===== src/rtl/chunked_adder_if.sv =====
// Valid/ready operand and result bundle for chunked_adder.
// The master drives operands and consumes results; the slave is the adder.
interface chunked_adder_if #(
    parameter int WIDTH = 32
);
    logic             in_valid;
    logic             in_ready;
    logic [WIDTH-1:0] a;
    logic [WIDTH-1:0] b;
    logic             sub;
    logic             carry_in;
    logic             out_valid;
    logic             out_ready;
    logic [WIDTH-1:0] sum;
    logic             carry_out;
    logic             overflow;

    modport master (
        output in_valid, a, b, sub, carry_in, out_ready,
        input  in_ready, out_valid, sum, carry_out, overflow
    );

    modport slave (
        input  in_valid, a, b, sub, carry_in, out_ready,
        output in_ready, out_valid, sum, carry_out, overflow
    );
endinterface


===== src/rtl/chunked_adder.sv =====
// Digit-serial adder/subtractor: DIGIT bits per clock, carry held between
// digits, signed overflow taken from the carries around the MSB.
module chunked_adder #(
    parameter int WIDTH = 32,
    parameter int DIGIT = 8
) (
    input  logic            clk,
    input  logic            rst_n,
    chunked_adder_if.slave  bus
);
    localparam int N  = WIDTH / DIGIT;
    localparam int IW = (N > 1) ? $clog2(N) : 1;

    typedef enum logic [1:0] {
        IDLE = 2'd0,
        RUN  = 2'd1,
        DONE = 2'd2
    } state_t;

    state_t           state_q;
    state_t           state_d;
    logic [WIDTH-1:0] a_q;
    logic [WIDTH-1:0] b_q;
    logic [WIDTH-1:0] sum_q;
    logic             carry_q;
    logic             cout_q;
    logic             ovf_q;
    logic [IW-1:0]    idx_q;
    logic             last;

    logic [DIGIT-1:0] a_k;
    logic [DIGIT-1:0] b_k;
    logic [DIGIT-1:0] d_k;
    logic             c_k;
    logic             msb_cin;

    assign last = (idx_q == IW'(N - 1));

    // State register.
    always_ff @(posedge clk or negedge rst_n) begin
        if (!rst_n) begin
            state_q <= IDLE;
        end else begin
            state_q <= state_d;
        end
    end

    // Next-state logic: accept in IDLE, N digit cycles, hold until consumed.
    always_comb begin
        state_d = state_q;
        unique case (state_q)
            IDLE: if (bus.in_valid) state_d = RUN;
            RUN:  if (last) state_d = DONE;
            DONE: if (bus.out_ready) state_d = IDLE;
            default: state_d = IDLE;
        endcase
    end

    // Outputs are decoded from the state flop or taken straight from registers.
    always_comb begin
        bus.in_ready  = (state_q == IDLE);
        bus.out_valid = (state_q == DONE);
        bus.sum       = sum_q;
        bus.carry_out = cout_q;
        bus.overflow  = ovf_q;
    end

    // One digit of the ripple: the carry into the digit MSB is recovered
    // from its sum bit, so no separate narrow adder is needed for overflow.
    always_comb begin
        a_k = a_q[int'(idx_q)*DIGIT +: DIGIT];
        b_k = b_q[int'(idx_q)*DIGIT +: DIGIT];
        {c_k, d_k} = {1'b0, a_k} + {1'b0, b_k} + {{DIGIT{1'b0}}, carry_q};
        msb_cin = a_k[DIGIT-1] ^ b_k[DIGIT-1] ^ d_k[DIGIT-1];
    end

    // Operand capture and digit-serial accumulation of the result.
    always_ff @(posedge clk or negedge rst_n) begin
        if (!rst_n) begin
            a_q     <= '0;
            b_q     <= '0;
            sum_q   <= '0;
            carry_q <= 1'b0;
            cout_q  <= 1'b0;
            ovf_q   <= 1'b0;
            idx_q   <= '0;
        end else begin
            unique case (state_q)
                IDLE: begin
                    if (bus.in_valid) begin
                        a_q     <= bus.a;
                        b_q     <= bus.sub ? ~bus.b : bus.b;
                        carry_q <= bus.sub ^ bus.carry_in;
                        idx_q   <= '0;
                    end
                end
                RUN: begin
                    sum_q[int'(idx_q)*DIGIT +: DIGIT] <= d_k;
                    carry_q <= c_k;
                    if (last) begin
                        cout_q <= c_k;
                        ovf_q  <= msb_cin ^ c_k;
                    end else begin
                        idx_q <= idx_q + 1'b1;
                    end
                end
                DONE: begin
                end
                default: begin
                end
            endcase
        end
    end
endmodule

===== src/flat_wrapper.sv =====
// flat-port wrapper written by rule: the top's interface ports become plain ports
module chunked_adder_flat 
#(
    parameter int WIDTH = 32,
    parameter int DIGIT = 8
)
  (clk, rst_n, bus_in_valid, bus_a, bus_b, bus_sub, bus_carry_in, bus_out_ready, bus_in_ready, bus_out_valid, bus_sum, bus_carry_out, bus_overflow);
  chunked_adder_if #(.WIDTH(WIDTH)) bus_i ();
  input  logic clk;
  input  logic rst_n;
  input wire logic [$bits(bus_i.in_valid)-1:0] bus_in_valid;
  input wire logic [$bits(bus_i.a)-1:0] bus_a;
  input wire logic [$bits(bus_i.b)-1:0] bus_b;
  input wire logic [$bits(bus_i.sub)-1:0] bus_sub;
  input wire logic [$bits(bus_i.carry_in)-1:0] bus_carry_in;
  input wire logic [$bits(bus_i.out_ready)-1:0] bus_out_ready;
  output wire logic [$bits(bus_i.in_ready)-1:0] bus_in_ready;
  output wire logic [$bits(bus_i.out_valid)-1:0] bus_out_valid;
  output wire logic [$bits(bus_i.sum)-1:0] bus_sum;
  output wire logic [$bits(bus_i.carry_out)-1:0] bus_carry_out;
  output wire logic [$bits(bus_i.overflow)-1:0] bus_overflow;
  assign bus_i.in_valid = bus_in_valid;
  assign bus_i.a = bus_a;
  assign bus_i.b = bus_b;
  assign bus_i.sub = bus_sub;
  assign bus_i.carry_in = bus_carry_in;
  assign bus_i.out_ready = bus_out_ready;
  assign bus_in_ready = bus_i.in_ready;
  assign bus_out_valid = bus_i.out_valid;
  assign bus_sum = bus_i.sum;
  assign bus_carry_out = bus_i.carry_out;
  assign bus_overflow = bus_i.overflow;
  chunked_adder #(.WIDTH(WIDTH), .DIGIT(DIGIT)) u_core (.clk(clk), .rst_n(rst_n), .bus(bus_i));
endmodule

===== config.mk =====
export PLATFORM = sky130hd
export DESIGN_NAME = chunked_adder_flat
export DESIGN_NICKNAME = d
export VERILOG_FILES = /design/src/rtl/chunked_adder_if.sv /design/src/rtl/chunked_adder.sv /design/src/flat_wrapper.sv
export SDC_FILE = /design/constraint.sdc
export NUM_CORES = 1
export LEC_CHECK = 0
export ABC_AREA = 1
export CORE_MARGIN = 3
export CORE_UTILIZATION = 50
export CTS_CLUSTER_SIZE = 12
export DETAILED_ROUTE_END_ITERATION = 6
export PLACE_DENSITY = 0.9
export SLEW_MARGIN = 10
export SYNTH_ARGS = -nofsm -noshare
export SYNTH_HDL_FRONTEND = slang
export SYNTH_SLANG_ARGS = --single-unit

===== constraint.sdc =====
create_clock -name clk -period 3.74 [get_ports clk]
set_clock_uncertainty 0.2 [all_clocks]
set_input_delay 1.122 -clock clk [delete_from_list [all_inputs] [get_ports clk]]
set_output_delay 1.122 -clock clk [all_outputs]
set_load 0.02 [all_outputs]

* Word-level counts from Yosys, hierarchy flattened
Cells that the tools add are included.
** Word-level totals
- Output and inout bits :: 36
- Register bits :: 103
- Input port bits :: 70
- Logic and storage cells :: 46
** Operators by class
- Mux-type cells :: 11
- Shift operators :: 4
- Reductions and logical operators :: 7
- Add/subtract/negate cells :: 4
- Bitwise logic cells :: 5
- Eq/ne operators :: 7
** Operators with widths (number)
- 32-bit by 6-bit indexed part select with 8-bit output :: 2
- 5-bit negation with 33-bit output :: 1
- 8-bit by 33-bit variable shift with 32-bit output, first input constant :: 1
- 8-bit by 33-bit indexed part select with 32-bit output :: 1
- 32-bit bitwise mux :: 1
- 32-bit 2-to-1 mux :: 1
- 32-bit NOT :: 1
- 2-bit 2-to-1 mux :: 5
- 8-bit by 8-bit adder with 9-bit output :: 1
- 9-bit by 1-bit adder with 9-bit output :: 1
- 2-bit != test, second input constant :: 3
- 2-bit one-hot mux with 3 select lines :: 1
- 2-bit AND reduction :: 3
- 3-bit AND reduction :: 2
- 2-bit == test, second input constant :: 2
- 2-bit one-hot mux with 2 select lines :: 1
- 1-bit XOR :: 4
- 2-bit by 1-bit adder with 2-bit output, second input constant :: 1
- 2-bit by 1-bit == test with 1-bit output, second input constant :: 1
- 2-bit zero test :: 1
- 2-bit by 1-bit != test with 1-bit output, second input constant :: 1
- 1-bit one-hot mux with 2 select lines :: 1
- 2-bit nonzero test :: 1
- 1-bit 2-to-1 mux :: 1

* Depth between registers and ports, before layout
Gate-level depths: netlist (run 1).
- Depth after elaboration :: 5
- Gate-level depth with buffers :: 15

* Worst setup path after synthesis (run 1)
Ideal clock, no wire load.
- Path type :: reg-to-reg
- Start :: reg u_core.idx_q[0]
- End :: reg u_core.ovf_q (netlist: u_core.bus.overflow)
- Data required time :: 3.424 ns
- Clock period less this slack :: 2.946 ns
- Buffers on the path :: 2
- Setup slack :: 0.794 ns
- Arrival :: 2.630 ns
- Cell stages (with the launch flop) :: 16
- Cell sequence :: dfrtp_1 > buf_2 > clkinv_1 > clkbuf_1 > o21ai_0 > o22ai_1 > fa_1 > fa_1 > nand2_1 > nand2_1 > nand3b_1 > nand2_1 > a21oi_1 > nand2_1 > nand2_1 > nand2_1
** On the way
- Cells in the longest elaborated chain, start to end :: 5
- Elaborated cells on any way between the ends :: 9
- Those cells by class :: add/sub: 2; eq/ne: 1; shift: 2; bitwise: 3; reduce/logical: 1
** RTL lines
- start: declaration :: line chunked_adder.sv:28 : logic [IW-1:0] idx_q;
- start signal: assignment :: line chunked_adder.sv:104 : idx_q <= idx_q + 1'b1;
- 32-bit by 6-bit indexed part select with 8-bit output, on equally long branches :: line chunked_adder.sv:71, chunked_adder.sv:72
- 8-bit by 8-bit adder with 9-bit output :: line chunked_adder.sv:73 : {c_k, d_k} = {1'b0, a_k} + {1'b0, b_k} + {{DIGIT{1'b0}}, carry_q};
- 9-bit by 1-bit adder with 9-bit output :: line chunked_adder.sv:73
- 1-bit XOR :: line chunked_adder.sv:74 : msb_cin = a_k[DIGIT-1] ^ b_k[DIGIT-1] ^ d_k[DIGIT-1];
- 1-bit XOR :: line chunked_adder.sv:102 : ovf_q <= msb_cin ^ c_k;
- end signal: assignment :: line chunked_adder.sv:102
- end: declaration :: line chunked_adder.sv:27 : logic ovf_q;
Parallel ways exist; a longest one is shown, timed or not.
A chain may end at the register's enable or synchronous reset.

* Worst setup path after layout (run 1)
Ends and elaborated chain as after synthesis.

==> impl_metrics.env, run 1 <==
export IMPL_antenna_left=0
export IMPL_dp_hpwl_microns=9450
export IMPL_crit_fanout=21
export IMPL_cts_clk_slew_worst_paths_ns=0.10
export IMPL_ff_latch_area_sq_mm=0.00258
export IMPL_synthDistinctLibCells=31
export IMPL_grt_pass1_vias=4365
export IMPL_drv_cap=0
export IMPL_multi_input_area_sq_mm=0.00225
export IMPL_report_final_slew_viol_count=0
export IMPL_finalSetupTns_ns=0
export IMPL_dpl_instance_area_sq_mm=0.00621
export IMPL_place_congestion=0.904
export IMPL_powerDensity_mw_per_mm2=902
export IMPL_dp_slack_ns=0.593
export IMPL_port_buffer_count=105
export IMPL_synth_area_per_cell_sq_um=8.39
export IMPL_final_cell_area_sq_mm=0.00639
export IMPL_die_w_microns=107
export IMPL_p_leak_uw=0.00301
export IMPL_fin_crit_ns=3.21
export IMPL_ys_warnings_count=0
export IMPL_fin_ws_ns=0.525
export IMPL_cp_start_kind="flip-flop"
export IMPL_cp_top_family="adder cells"
export IMPL_fillCellCount=858
export IMPL_antenna_found_initial=0
export IMPL_drc=0
export IMPL_clock_path_buffers=2
export IMPL_syn_area_sq_mm=0.00507
export IMPL_tightest_slew_ns=0.799
export IMPL_cts_max_level=3
export IMPL_syn_inst=604
export IMPL_vias=4413
export IMPL_vdd_drop_max_v=0.000421
export IMPL_crit_slowest_cell="fa_1"
export IMPL_post_cts_buffers=0
export IMPL_cp_arrival_ns=3.28
export IMPL_min_period_over_period_pct=86.0
export IMPL_dr_pass1_iters=5
export IMPL_final_hold_violation_count=0
export IMPL_grt_first_pass_wirelength_microns=20600
export IMPL_drtIter0Drc=296
export IMPL_rsz0062_at_grt="false"
export IMPL_grt_usage_pct=22.4
export IMPL_syn_to_final_growth_pct=26.0
export IMPL_layout_nets=782
export IMPL_cts_made_buffers=9
export IMPL_cts_root_buf="clkbuf_8"
export IMPL_design_die_area_sq_mm=0.0114
export IMPL_std_cell_rows=36
export IMPL_wirelength_microns=12500
export IMPL_ys_seq_elements=103
export IMPL_fin_cells=835
export IMPL_crit_chain="clkinv_1 -> o21ai_0 -> o22ai_1 -> fa_1 -> fa_1 -> nand2_1 -> nand2_1 -> nand3b_1 -> nand2_1 -> a21oi_1 -> nand2_1 -> nand2_1 -> nand2_1"
export IMPL_critical_path_buf_inv_count=1
export IMPL_worstSetupEndpointType="flip-flop"
export IMPL_status="finished, final reports clean"
export IMPL_drive_above_1_share_pct=4.84
export IMPL_clkSinkCount=103
export IMPL_clock_fmax_ghz=0.311
export IMPL_via_per_inst=5.29
export IMPL_cts_hold_buffers=0
export IMPL_grt_max_degree=97
export IMPL_num_io_pins=106
export IMPL_slowest_delay_ns=0.45
export IMPL_maxSlewHeadroom_pct=46.7
export IMPL_post_drt_wl_per_cell_microns=15.0
export IMPL_grt_overflow_total=0
export IMPL_worstSkewPairLatency_ns=0.37
export IMPL_start_util_pct=51.6
export IMPL_antennaDiodeCount=0
export IMPL_cp_common_cell="nand2_1"
export IMPL_syn_num_nets=689
export IMPL_critical_path_required_ns=3.81
export IMPL_fp_dieH_microns=107
export IMPL_synth_seq_area_share_pct=50.9
export IMPL_core_sq_mm=0.00982
export IMPL_cts_resized=0
export IMPL_finalSetupViolations=0
export IMPL_timing_hold_ws_ns=0.286
export IMPL_dp_cells=819
export IMPL_cts_tree="built"
export IMPL_path_class="flip-flop to flip-flop"
export IMPL_hold_class="flip-flop to flip-flop"
[kinds of logic (layout without fill, tap and decap cells)]
family / after synthesis / count (layout) / synth area share, %
xor gates and xnor gates: 36 / 36 / 6.22
buffers and inverters: 57 / 155 / 4.69
muxes: 1 / 1 / 0.198
AOI/OAI and AO/OA: 114 / 114 / 11.9
DFF: 103 / 103 / 50.9
adders and majority gates: 15 / 15 / 4.00
and+or+nand+nor: 278 / 278 / 22.1
[Yosys cell counts]
master      n  area (sq um)
a21oi_1     3          15.0
a22o_1      1          8.76
buf_1       1          3.75
buf_2      15          75.1
buf_4       1          7.51
clkbuf_1   12          45.0
clkinv_1    1          3.75
clkinv_2    1          5.00
dfrtp_1   103          2580
fa_1        2          40.0
ha_1       13           163
inv_1      24          90.1
inv_2       2          7.51
mux2i_1     1          10.0
nand2_1   207           777
nand2_2     2          12.5
nand2_4     1          11.3
nand3_1    15          75.1
nand3b_1    1          7.51
nand4_1     7          43.8
nor2_1     41           154
nor2_2      1          6.26
nor3_2      1          10.0
nor3_4      1          16.3
o21ai_0    90           450
o21bai_1    1          7.51
o22ai_1    16           100
o31ai_1     3          22.5
or2_1       1          6.26
xnor2_1    35           307
xor2_1      1          8.76
[cells in the final DEF, fill, tap and decap left out, types with 2 or more instances in the layout]
master / Yosys / layout
inv_2: 2 / 2
ha_1: 13 / 13
nand3_1: 15 / 15
nand2_2: 2 / 3
buf_4: 1 / 6
clkdlybuf4s50_1: 0 / 103
o31ai_1: 3 / 3
fa_1: 2 / 2
o21ai_0: 90 / 90
clkinv_4: 0 / 2
dfrtp_1: 103 / 103
nor2_1: 41 / 41
nand2_1: 207 / 206
inv_1: 24 / 24
o22ai_1: 16 / 16
nand4_1: 7 / 7
xnor2_1: 35 / 35
a21oi_1: 3 / 3
clkbuf_8: 0 / 9
clkinvlp_4: 0 / 2
clkinv_2: 1 / 2
[worst reg2reg max path, cell delays in order (launching register included)]
cell      delay, ns
dfrtp_1        0.37
clkinv_1       0.41
o21ai_0        0.34
o22ai_1        0.13
fa_1           0.45
fa_1           0.43
nand2_1        0.08
nand2_1        0.07
nand3b_1       0.10
nand2_1        0.08
a21oi_1        0.26
nand2_1        0.08
nand2_1        0.06
nand2_1        0.04
[routing by layer]
metal	vias up	global-route usage, %	wire length (microns)
li1	2138	-	-
met1	2088	30.7	5440
met2	169	36.7	6100
met3	18	4.03	803
met4	0	6.76	198
met5	-	0	0
[registers in the layout, indices dropped and copies added (netlist names)]
register and cells:
u_core.b_q 32, u_core.bus.overflow 1, u_core.idx_q 2, u_core.state_q 2, u_core.bus.sum 32, u_core.carry_q 1, u_core.a_q 32, u_core.bus.carry_out 1
[area by class of cell]
type | count | area share, %
Timing Repair Buffer | 111 | 17.2
Sequential cell | 103 | 40.4
Clock buffer | 9 | 1.94
Inverter | 28 | 1.67
Clock inverter | 7 | 0.901
Tap cell | 133 | 2.61
Multi-Input combinational cell | 444 | 35.3
[where the power goes]
group | leakage, uW | switching (uW) | internal [uW]
registers | 0.00132 | 309 | 1600
clock network | 0.0000877 | 399 | 250
logic | 0.00159 | 2040 | 1160
[through the flow]
step                util, %  power, uW
floorplan                 -       3980
global placement       63.2       4930
detailed placement     63.2       5080
CTS                    65.0       5730
global route           65.0       6200
finish                 65.0       5760
[final timing paths]
path	start	end	slack [ns]	depth (start not counted)
setup / recovery	u_core.idx_q[0]	u_core.bus.overflow	0.53	13
hold / removal	u_core.bus.sum[27]	u_core.bus.sum[27]	0.29	2
setup reg to reg	u_core.idx_q[0]	u_core.bus.overflow	0.53	13
hold reg to reg	u_core.bus.sum[27]	u_core.bus.sum[27]	0.29	2
max in group asynchronous	rst_n	u_core.a_q[21]	2.09	2
min in group asynchronous	rst_n	u_core.state_q[1]	0.53	1
(Power assumes the default switching activity.)
==> run 2: changes to the inputs <==
--- a/config.mk
+++ b/config.mk
@@ -10,7 +10,9 @@
 export CORE_UTILIZATION = 50
 export CTS_CLUSTER_SIZE = 12
 export DETAILED_ROUTE_END_ITERATION = 6
-export PLACE_DENSITY = 0.9
+export DONT_BUFFER_PORTS = 1
+export GPL_TIMING_DRIVEN = 0
+export PLACE_DENSITY = 0.77
 export SLEW_MARGIN = 10
 export SYNTH_ARGS = -nofsm -noshare
 export SYNTH_HDL_FRONTEND = slang
==> impl_metrics.env, run 2 (synthesis results as in run 1) <==
export IMPL_worstSetupEndpointType="flip-flop"
export IMPL_status="finished, final reports clean"
export IMPL_place_congestion=0.912
export IMPL_design_die_area_sq_mm=0.0114
export IMPL_critical_path_required_ns=3.84
export IMPL_clock_path_buffers=2
export IMPL_final_common_cell="nand2_1"
export IMPL_antenna_left=0
export IMPL_r2r_start="u_core.idx_q[0]"
export IMPL_cts_max_level=3
export IMPL_clock_fmax_ghz=0.287
export IMPL_swShare_pct=49.5
export IMPL_drv_cap=0
export IMPL_rsz0062_at_grt="false"
export IMPL_layout_nets=703
export IMPL_antennaDiodeCount=0
export IMPL_maxSlewHeadroom_pct=58.8
export IMPL_worstSkewPairLatency_ns=0.38
export IMPL_netSwitchingPower_uw=2730
export IMPL_port_buffer_count=0
export IMPL_finalSetupViolations=0
export IMPL_final_hold_violation_count=0
export IMPL_timing_hold_ws_ns=0.231
export IMPL_start_util_pct=51.6
export IMPL_vias=4096
export IMPL_grt_max_degree=104
export IMPL_cts_clk_slew_worst_paths_ns=0.10
export IMPL_finalSetupTns_ns=0
export IMPL_dp_hpwl_microns=9300
export IMPL_clkPwrFrac_pct=11.8
export IMPL_fp_dieH_microns=107
export IMPL_grt_usage_pct=22.6
export IMPL_p_leak_uw=0.00267
export IMPL_antenna_found_initial=0
export IMPL_cp_arrival_ns=3.59
export IMPL_cts_tree="built"
export IMPL_clkSinkCount=103
export IMPL_internal_power_uw=2790
export IMPL_drtIter0Drc=317
export IMPL_path_class="flip-flop to flip-flop"
export IMPL_reg2reg_slack_ns=0.25
export IMPL_p_seq_share_pct=38.4
export IMPL_dr_pass1_iters=5
export IMPL_powerDensity_mw_per_mm2=1010
export IMPL_min_period_over_period_pct=93.2
export IMPL_crit_fanout=10
export IMPL_cts_made_buffers=9
export IMPL_grt_overflow_total=0
export IMPL_vdd_drop_max_v=0.000409
export IMPL_cp_start_kind="flip-flop"
export IMPL_syn_to_final_growth_pct=7.48
export IMPL_via_per_inst=5.42
export IMPL_layout_common_cells="nand2_1 (207), dfrtp_1 (103), o21ai_0 (90)"
export IMPL_drc=0
export IMPL_p_comb_share_pct=49.7
export IMPL_drive_above_1_share_pct=7.22
export IMPL_std_cell_rows=36
export IMPL_num_io_pins=106
export IMPL_core_sq_mm=0.00982
export IMPL_wirelength_microns=12400
export IMPL_fin_util_pct=55.5
export IMPL_die_w_microns=107
export IMPL_rr_endpoint="u_core.bus.sum[28]"
export IMPL_hold_class="primary input to asynchronous set/reset pin"
export IMPL_grt_first_pass_wirelength_microns=20200
export IMPL_tightest_slew_ns=0.618
export IMPL_grt_pass1_vias=4063
export IMPL_report_final_slew_viol_count=0
export IMPL_fin_crit_ns=3.49
export IMPL_reg2reg_depth=13
export IMPL_post_drt_wl_per_cell_microns=16.4
export IMPL_cts_root_buf="clkbuf_8"
[run 2: cell types whose count changed in the layout (fill, tap and decap cells not counted), sizes merged]
cell	change
clkinvlp	+1
clkbuf	+14
inv	-1
clkinv	-2
clkdlybuf4s50	-103
buf	+12
[run 2: per-stage QoR]
step	total power (uW)	instances	instance area, sq um	worst slack, ns
after floorplan	3980	604	5070	0.794
after global placement	4680	737	5230	0.262
after detailed placement	4780	737	5230	0.174
after CTS	5440	753	5420	0.138
after global routing	5990	756	5450	0.0158
final	5510	756	5450	0.253
[run 2: power by group through the flow]
stage	Combinational (uW)	Sequential (uW)	Clock (uW)
6_report	2740	2120	652
5_1_grt	3110	2170	713
4_1_cts	2670	2120	658
3_5_place_dp	2650	2130	0
3_3_place_gp	2560	2120	0
2_1_floorplan	1990	1990	0
[run 2: worst max-delay path: stages (launching register included)]
cell        delay (ns)
dfrtp_1           0.43
buf_2             0.27
clkinvlp_4        0.21
clkbuf_1          0.25
o21ai_0           0.23
o22ai_1           0.13
fa_1              0.45
fa_1              0.42
nand2_1           0.08
nand2_1           0.07
nand2_1           0.07
xnor2_1           0.23
nand3_1           0.19
o21ai_0           0.18
[run 2: layout make-up]
type / count / area [sq um]
clock inverter: 5 / 41.3
sequential: 103 / 2580
multi-input combinational: 444 / 2260
fill: 940 / 4370
timing repair buffer: 3 / 22.5
inverter: 28 / 110
buffer: 29 / 131
clock buffer: 11 / 141
tap: 133 / 166
[run 2: per-layer routing]
| layer | up-vias | share of wire, % | global-route usage [%] |
|---|---|---|---|
| met5 | - | 0 | 0 |
| met2 | 178 | 48 | 37.1 |
| met1 | 1923 | 41 | 29.9 |
| li1 | 1977 | - | - |
| met3 | 18 | 8.7 | 5.06 |
| met4 | 0 | 1.9 | 7.49 |
[run 2: what timing repair did]
action,in CTS,in global routing
setup buffers,0,3
resized for setup,0,2
endpoints found under the setup margin,0,5
hold buffers,0,0
[run 2: worst max-delay path by stage]
stage,startpoint,slack (ns),endpoint,depth (start not counted)
after global placement,u_core.idx_q[0],0.26,u_core.bus.overflow,15
final,u_core.idx_q[0],0.25,u_core.bus.sum[28],13
after global routing,u_core.idx_q[0],0.02,u_core.bus.overflow,15
after CTS,u_core.idx_q[0],0.14,u_core.bus.overflow,15
after detailed placement,u_core.idx_q[0],0.17,u_core.bus.overflow,15
after floorplan,u_core.idx_q[0],0.79,u_core.bus.overflow,15
